[src/rtl/alu_exec_unit.sv]
// alu_exec_unit: RV32I execute unit with a valid/ready handshake.
//
// Decodes the main-decoder alu_op plus instruction funct fields into an ALU
// operation, executes it and holds the registered result until the consumer
// takes it. Single-cycle ops go IDLE -> DONE. With ALU_EXEC_MULDIV_EN defined,
// RV32M ops run an iterative shift-add multiply / restoring divide in BUSY.
// Without the macro, M encodings complete as illegal single-cycle ops.
//
// Ports:
//   clk, reset           rising-edge clock, asynchronous active-high reset
//   in_valid / in_ready  operation handshake (in_ready high only in IDLE)
//   alu_op, opb5, funct3, funct7b5, funct7b0  decode fields
//   src_a, src_b         operands
//   out_valid / out_ready result handshake
//   result, zero, illegal registered outputs, stable while out_valid
module alu_exec_unit #(
    parameter int unsigned XLEN = 32
) (
    input  logic            clk,
    input  logic            reset,
    input  logic            in_valid,
    output logic            in_ready,
    input  logic [1:0]      alu_op,
    input  logic            opb5,
    input  logic [2:0]      funct3,
    input  logic            funct7b5,
    input  logic            funct7b0,
    input  logic [XLEN-1:0] src_a,
    input  logic [XLEN-1:0] src_b,
    output logic            out_valid,
    input  logic            out_ready,
    output logic [XLEN-1:0] result,
    output logic            zero,
    output logic            illegal
);

    localparam int unsigned ShW = $clog2(XLEN);

    typedef enum logic [1:0] {StIdle, StBusy, StDone} state_e;

    state_e          state_q, state_d;
    logic [XLEN-1:0] result_q, result_d;
    logic            zero_q, zero_d;
    logic            illegal_q, illegal_d;

    logic [XLEN-1:0] alu_res;
    logic            is_m;
    logic            is_illegal;
    logic [ShW-1:0]  shamt;
    logic            accept;

    assign in_ready  = (state_q == StIdle);
    assign out_valid = (state_q == StDone);
    assign result    = result_q;
    assign zero      = zero_q;
    assign illegal   = illegal_q;
    assign accept    = in_valid & in_ready;
    assign shamt     = src_b[ShW-1:0];

    // Single-cycle ALU and decode, evaluated on the live inputs at accept.
    always_comb begin
        alu_res    = '0;
        is_m       = 1'b0;
        is_illegal = 1'b0;
        unique case (alu_op)
            2'b00: alu_res = src_a + src_b;
            2'b01: alu_res = src_a - src_b;
            2'b11: alu_res = src_b;
            2'b10: begin
                if (opb5 & funct7b0) begin
`ifdef ALU_EXEC_MULDIV_EN
                    is_m = 1'b1;
`else
                    is_illegal = 1'b1;
`endif
                end else begin
                    case (funct3)
                        3'b000: alu_res = (opb5 & funct7b5) ? src_a - src_b : src_a + src_b;
                        3'b001: alu_res = src_a << shamt;
                        3'b010: alu_res = {{(XLEN-1){1'b0}}, $signed(src_a) < $signed(src_b)};
                        3'b011: alu_res = {{(XLEN-1){1'b0}}, src_a < src_b};
                        3'b100: alu_res = src_a ^ src_b;
                        3'b101: alu_res = funct7b5 ? XLEN'($signed(src_a) >>> shamt)
                                                   : src_a >> shamt;
                        3'b110: alu_res = src_a | src_b;
                        3'b111: alu_res = src_a & src_b;
                    endcase
                end
            end
        endcase
    end

`ifdef ALU_EXEC_MULDIV_EN
    localparam int unsigned CntW = ShW + 1;

    logic [XLEN-1:0]   m_a_q, m_a_d;
    logic [XLEN-1:0]   m_b_q, m_b_d;
    logic [2:0]        m_f3_q, m_f3_d;
    logic [2*XLEN-1:0] acc_q, acc_d;
    logic [CntW-1:0]   cnt_q, cnt_d;

    // funct3[2] selects divide; otherwise the MUL* variant sets operand signedness.
    function automatic logic f3_a_signed(input logic [2:0] f3);
        return f3[2] ? ~f3[0] : (f3[1:0] != 2'b11);
    endfunction

    function automatic logic f3_b_signed(input logic [2:0] f3);
        return f3[2] ? ~f3[0] : ~f3[1];
    endfunction

    function automatic logic [XLEN-1:0] mag(input logic [XLEN-1:0] v, input logic s);
        return (s & v[XLEN-1]) ? -v : v;
    endfunction

    logic              a_neg, b_neg;
    logic [XLEN-1:0]   a_mag, b_mag;
    logic [XLEN:0]     mul_sum;
    logic [XLEN:0]     div_trial;
    logic [2*XLEN-1:0] mul_step, div_step;
    logic [2*XLEN-1:0] prod;
    logic [XLEN-1:0]   quo, rem;
    logic [XLEN-1:0]   m_res;

    always_comb begin
        a_neg = f3_a_signed(m_f3_q) & m_a_q[XLEN-1];
        b_neg = f3_b_signed(m_f3_q) & m_b_q[XLEN-1];
        a_mag = a_neg ? -m_a_q : m_a_q;
        b_mag = b_neg ? -m_b_q : m_b_q;

        // Multiply: acc = {partial, multiplier}; add on lsb, then shift right.
        mul_sum  = {1'b0, acc_q[2*XLEN-1:XLEN]} + (acc_q[0] ? {1'b0, a_mag} : '0);
        mul_step = {mul_sum, acc_q[XLEN-1:1]};

        // Restoring divide: acc = {remainder, dividend/quotient}, shift left.
        div_trial = acc_q[2*XLEN-1:XLEN-1] - {1'b0, b_mag};
        if (!div_trial[XLEN]) begin
            div_step = {div_trial[XLEN-1:0], acc_q[XLEN-2:0], 1'b1};
        end else begin
            div_step = {acc_q[2*XLEN-2:0], 1'b0};
        end

        prod = (a_neg ^ b_neg) ? -acc_q : acc_q;
        quo  = (a_neg ^ b_neg) ? -acc_q[XLEN-1:0] : acc_q[XLEN-1:0];
        rem  = a_neg ? -acc_q[2*XLEN-1:XLEN] : acc_q[2*XLEN-1:XLEN];
        // Magnitude divide by zero already yields rem = |a|, which the sign fix
        // turns back into src_a; only the quotient needs forcing to all ones.
        if (m_b_q == '0) begin
            quo = '1;
        end

        if (m_f3_q[2]) begin
            m_res = m_f3_q[1] ? rem : quo;
        end else begin
            m_res = (m_f3_q[1:0] == 2'b00) ? prod[XLEN-1:0] : prod[2*XLEN-1:XLEN];
        end
    end
`endif

    always_comb begin
        state_d   = state_q;
        result_d  = result_q;
        zero_d    = zero_q;
        illegal_d = illegal_q;
`ifdef ALU_EXEC_MULDIV_EN
        m_a_d  = m_a_q;
        m_b_d  = m_b_q;
        m_f3_d = m_f3_q;
        acc_d  = acc_q;
        cnt_d  = cnt_q;
`endif
        unique case (state_q)
            StIdle: begin
                if (accept) begin
`ifdef ALU_EXEC_MULDIV_EN
                    if (is_m) begin
                        state_d = StBusy;
                        m_a_d   = src_a;
                        m_b_d   = src_b;
                        m_f3_d  = funct3;
                        cnt_d   = '0;
                        acc_d   = funct3[2]
                            ? {{XLEN{1'b0}}, mag(src_a, f3_a_signed(funct3))}
                            : {{XLEN{1'b0}}, mag(src_b, f3_b_signed(funct3))};
                    end else
`endif
                    begin
                        state_d   = StDone;
                        result_d  = is_illegal ? '0 : alu_res;
                        zero_d    = is_illegal ? 1'b1 : (alu_res == '0);
                        illegal_d = is_illegal;
                    end
                end
            end
            StBusy: begin
`ifdef ALU_EXEC_MULDIV_EN
                if (cnt_q == CntW'(XLEN)) begin
                    state_d   = StDone;
                    result_d  = m_res;
                    zero_d    = (m_res == '0);
                    illegal_d = 1'b0;
                end else begin
                    acc_d = m_f3_q[2] ? div_step : mul_step;
                    cnt_d = cnt_q + 1'b1;
                end
`else
                state_d = StIdle;
`endif
            end
            StDone: begin
                if (out_ready) begin
                    state_d = StIdle;
                end
            end
            default: state_d = StIdle;
        endcase
    end

    always_ff @(posedge clk or posedge reset) begin
        if (reset) begin
            state_q   <= StIdle;
            result_q  <= '0;
            zero_q    <= 1'b0;
            illegal_q <= 1'b0;
`ifdef ALU_EXEC_MULDIV_EN
            m_a_q  <= '0;
            m_b_q  <= '0;
            m_f3_q <= '0;
            acc_q  <= '0;
            cnt_q  <= '0;
`endif
        end else begin
            state_q   <= state_d;
            result_q  <= result_d;
            zero_q    <= zero_d;
            illegal_q <= illegal_d;
`ifdef ALU_EXEC_MULDIV_EN
            m_a_q  <= m_a_d;
            m_b_q  <= m_b_d;
            m_f3_q <= m_f3_d;
            acc_q  <= acc_d;
            cnt_q  <= cnt_d;
`endif
        end
    end

endmodule
[config.mk]
export PLATFORM = sky130hd
export DESIGN_NAME = alu_exec_unit
export DESIGN_NICKNAME = d
export VERILOG_FILES = /design/src/rtl/alu_exec_unit.sv
export SDC_FILE = /design/constraint.sdc
export NUM_CORES = 1
export LEC_CHECK = 0
export ABC_AREA = 1
export CORE_ASPECT_RATIO = 0.75
export CORE_MARGIN = 4
export CORE_UTILIZATION = 51
export CTS_BUF_LIST = sky130_fd_sc_hd__clkbuf_4 sky130_fd_sc_hd__clkbuf_8
export DETAILED_ROUTE_END_ITERATION = 8
export PLACE_DENSITY_LB_ADDON = 0.12
export SLEW_MARGIN = 20
export SYNTH_ARGS = -nofsm -noshare
export SYNTH_HDL_FRONTEND = slang
export SYNTH_SLANG_ARGS = --single-unit
[constraint.sdc]
create_clock -name clk -period 1.3 [get_ports clk]
set_input_delay 0.26 -clock clk [delete_from_list [all_inputs] [get_ports clk]]
set_output_delay 0.26 -clock clk [all_outputs]
set_load 0.1 [all_outputs]
==> results.toml, run 1 <==
[outcome]
outcome = "aborted with a tool error"
failed_stage = "global routing (5_1_grt)"
error = "[ERROR GRT-0116] Global routing finished with congestion. Check the congestion regions in the DRC Viewer."

[die]
start_util_pct = 52.1
die_h_um = 147
io_pins = 112
core.rowCount = 50
die_w_um = 193

[placed_design]
dp_hpwl_um = 58700
gp_congestion = 1.20
portBuffers = 111

[global_route]
grt.overflow.total = 12
grt_pass1_wl_um = 164000
grt_use_total_pct = 76.6
grt_max_degree = 45
grt_pass1_vias = 26704

[clock_tree]
h-tree-depth = 2
hold_buffers = 0
cts_sinks = 35
clockRootBuffer = "clkbuf_8"
numCtsBuffers = 5
clockBufferDepth = 2

[logic_synthesis]
ys_types = 45
async_flop_share_pct = 100
syn_area_um2 = 13100
ys.flop_type = "dfrtp_1"
synth_edf_count = 0
ys_seq_elements = 35
yosys_warnings = 0
syn_nets = 2823
avgSynthCellArea_um2 = 4.95
ys_seq_area_share_pct = 6.68
syn_inst = 2648
[metal layers]
layer | track usage (%) | GRT overflow
met1 | 79.4 | 2
met2 | 85.2 | 4
met3 | 70.0 | 3
met4 | 68.2 | 3
met5 | 48.1 | 0
[what timing repair did]
item,4_1_cts
setup buffers,101
pin swaps,186
gates resized for setup,949
setup endpoints to repair,35
hold endpoints to repair,0
gates cloned,5
[logic make-up after synthesis]
family | synth area share, %
compound gates | 11.7
buf+inv | 15.7
flops | 6.68
fa+ha+maj | 9.56
xor+xnor | 1.00
simple gates | 55.3
[cell usage after synthesis (all sizes together), types with 8 or more instances]
library cell,instances,area [um2]
and2,8,50.1
inv,375,1410
o21ai,136,684
clkbuf,40,151
nand3,453,2280
dfrtp,35,876
buf,86,485
o22ai,17,106
nand4,28,175
o211ai,14,105
ha,97,1210
nand2,1025,3870
a211oi,10,75.1
nor2,172,656
nor3,22,141
a21oi,73,369
xor2,13,114
[stage by stage]
step | hold slack, ps | TNS (ps) | setup slack, ps | instances | area (um2)
floorplan | 351 | -26880 | -1090 | 2648 | 13300
global placement | 532 | -57470 | -2600 | 3551 | 19200
detailed placement | 536 | -59940 | -2610 | 3551 | 19200
CTS | 328 | -26540 | -1310 | 3661 | 22600
==> run 2: changes to the inputs <==
==> config.mk (replaced) <==
export PLATFORM = sky130hd
export DESIGN_NAME = alu_exec_unit
export DESIGN_NICKNAME = d
export VERILOG_FILES = /design/src/rtl/alu_exec_unit.sv
export SDC_FILE = /design/constraint.sdc
export NUM_CORES = 1
export LEC_CHECK = 0
export ABC_AREA = 1
export CORE_MARGIN = 4
export CORE_UTILIZATION = 36
export DETAILED_ROUTE_END_ITERATION = 8
export PLACE_DENSITY_LB_ADDON = 0.15
export SLEW_MARGIN = 20
export SYNTH_ARGS = -nofsm -noshare
export SYNTH_HDL_FRONTEND = slang
export SYNTH_SLANG_ARGS = --single-unit
==> constraint.sdc (replaced) <==
create_clock -name clk -period 1.7 [get_ports clk]
set_input_delay 0.34 -clock clk [delete_from_list [all_inputs] [get_ports clk]]
set_output_delay 0.34 -clock clk [all_outputs]
set_load 0.1 [all_outputs]
==> run 2 against run 1 <==
  * The flow now finishes, with violations (setup timing)
  * Synthesized cell count is the same
  * Synthesized area is the same
==> results.toml, run 2 <==
[logic_synthesis]
synth.largest_area_cell = "nand2_1"
async_flop_share_pct = 100
ys_seq_area_share_pct = 6.68
synth.most_common_cell = "nand2_1"
ys_seq_elements = 35
ys_top_cells_by_area = "nand2_1, nand3_1, inv_1, ha_1, dfrtp_1"
avgSynthCellArea_um2 = 4.95
synth_edf_count = 0
netlist.area_leader.share_pct = 29.1
syn_inst = 2648
ys.flop_type = "dfrtp_1"
yosys_warnings = 0
ys_types = 45
syn_nets = 2823
syn_area_um2 = 13100
synth_common_cells = "nand2_1, nand3_1, inv_1"

[sta]
rsz0062_at_grt = "true"
fin_crit_sh_pct = 156
skew_ps = 4.33
max_slew_margin_pct = 70.4
period_needed_ps = 2640
hold_viol = 0
slew_viol_final = 0
setup_viol = 33
fin_tns_setup_ps = -18570
worst-slew-pin-transition_ps = 439
fmax_mhz = 378
layout_setup_ws_ps = -944

[die]
core_um2 = 35700
core.rowCount = 69
dieArea_um2 = 39500
die_w_um = 199
start_util_pct = 36.7
die_h_um = 199
io_pins = 112

[placed_design]
place_ws_ps = -2220
dp_hpwl_um = 65600
placed_area_um2 = 19800
gp_congestion = 1.07
portBuffers = 111

[worst_setup_path]
start_kind = "input pin"
slowest_stage = "fa_2"
r2r_slack_ps = 360
critPathKind = "in -> reg"
slowest_delay_ps = 350
worst_path_most_repeated_cell = "nand2_1"
r2r_cells = 5
worstPathMaxFanout = 3
crit_start = "src_a[0]"
cp.required_ps = 1930
regToRegStartpoint = "state_q[1]$_DFFE_PP0P_"
reg2reg_to = "result[18]$_DFFE_PP0P_"
arrival_ps = 2870
cp-end-kind = "flip-flop"
crit_chain = "buf_8 > inv_4 > ha_4 > inv_4 > fa_2 > nand2_2 > nand2_2 > buf_6 > nand4_1 > nand2_4 > buf_4 > buf_4 > xor2_4 > nand2_1 > a31oi_1 > nand2_1 > nand2_1 > nand2_2 > nand2_1 > nor2_1 > nand2_1 > nor2_4 > nand3_2 > nand2_1"

[drt]
finalWirelength_um = 83200
via_per_inst = 5.57
dr.first_iter.drc_count = 2365
drc = 0
num_vias = 21566
wire_per_inst_um = 21.5
antenna_left = 0
detail_route.first_pass.iterations = 8

[clock_tree]
cts_sinks = 35
hold_buffers = 0
cts_tree = "yes"
clk_latency_ps = 280
h-tree-depth = 2
numCtsBuffers = 5
clk_pin_slew_ps = 60
clockRootBuffer = "clkbuf_16"
clockBufferDepth = 2

[global_route]
grt_max_degree = 39
antenna_found_initial = 1
grt_pass1_wl_um = 118000
grt_use_total_pct = 38.8
grt.overflow.total = 0
grt_pass1_vias = 20395

[pwr]
power_leakage_nw = 13.0
power_density_nw_per_um2 = 538
peakVddDrop_v = 0.000519

[final_layout]
layout_commonest_cell = "nand2_1"
nFillCells = 3117
fin_nets = 3584
post-route-util_pct = 69.8
drive_gt1_share_pct = 50.0
design_area_um2 = 24900
area_growth_syn_to_layout_pct = 90.3
largest_reg_flops = 32
layout_common_cells = "nand2_1, buf_4, nand3_1, nand2_2, inv_1"

[outcome]
outcome = "finished with violations"
violations = "setup timing"

[run]
drv_cap = 0

[hold_path]
hold_path_class = "in -> async"
run 2: cell counts after synthesis:
Identical to the previous run, type by type.
run 2: worst max path at each step:
stage          cells after the start                to  slack, ps
5_1_grt                           25  zero$_DFFE_PP0P_      -1040
2_1_floorplan                     27  zero$_DFFE_PP0P_       -770
6_report                          24  zero$_DFFE_PP0P_       -940
3_5_place_dp                      27  zero$_DFFE_PP0P_      -2220
4_1_cts                           25  zero$_DFFE_PP0P_       -970
3_3_place_gp                      27  zero$_DFFE_PP0P_      -2220
run 2: final cells by class:
cell class | count | area, um2 | area share [%]
timing repair buffer | 880 | 8010 | 32.1
multi-input combinational | 2109 | 13800 | 55.2
antenna | 1 | 2.50 | 0.0100
tap | 461 | 577 | 2.31
sequential | 35 | 880 | 3.53
clock inverter | 3 | 43.8 | 0.176
clock buffer | 5 | 125 | 0.502
inverter | 378 | 1530 | 6.13
run 2: kinds of logic after synthesis:
family	synth area share, %
compound gates	11.7
xor+xnor	1.00
fa+ha+maj	9.56
buf+inv	15.7
flops	6.68
simple gates	55.3
run 2: stage by stage:
step                      hold slack, ps  std cells  power [mW]
final                                461       3872        13.4
after global routing                 511       3871        14.0
after CTS                            475       3820        12.1
after detailed placement             538       3741        10.1
after global placement               526       3741        10.0
after floorplan                      431       2648        5.76
run 2: critical path: cells and delay by family:
kind / cells / cell delay [ps]
compound gates: 1 / 70
fa+ha+maj: 2 / 480
xor+xnor: 1 / 160
buf+inv: 6 / 640
simple gates: 14 / 1170
run 2: repair_timing:
item / in CTS / in global routing
hold endpoints to repair: 0 / 0
cloned: 2 / 4
resized for setup: 769 / 673
pin swaps: 133 / 261
endpoints found under the setup margin: 33 / 33
setup buffers: 70 / 53
run 2: power by group:
part | leakage (nW) | switching (mW) | internal, mW
clock | 0.0838 | 0.350 | 0.690
sequential | 0.434 | 0.217 | 1.03
combinational | 12.5 | 6.56 | 4.57
run 2: metal layers:
layer / wire, um / GRT usage, % / share of wire (%)
met1: 31300 / 47.3 / 38
met2: 36900 / 64.2 / 44
met5: 0 / 0 / 0
met3: 7850 / 6.47 / 9.4
met4: 7110 / 22.9 / 8.5
Power figures use the tool's default switching activity.
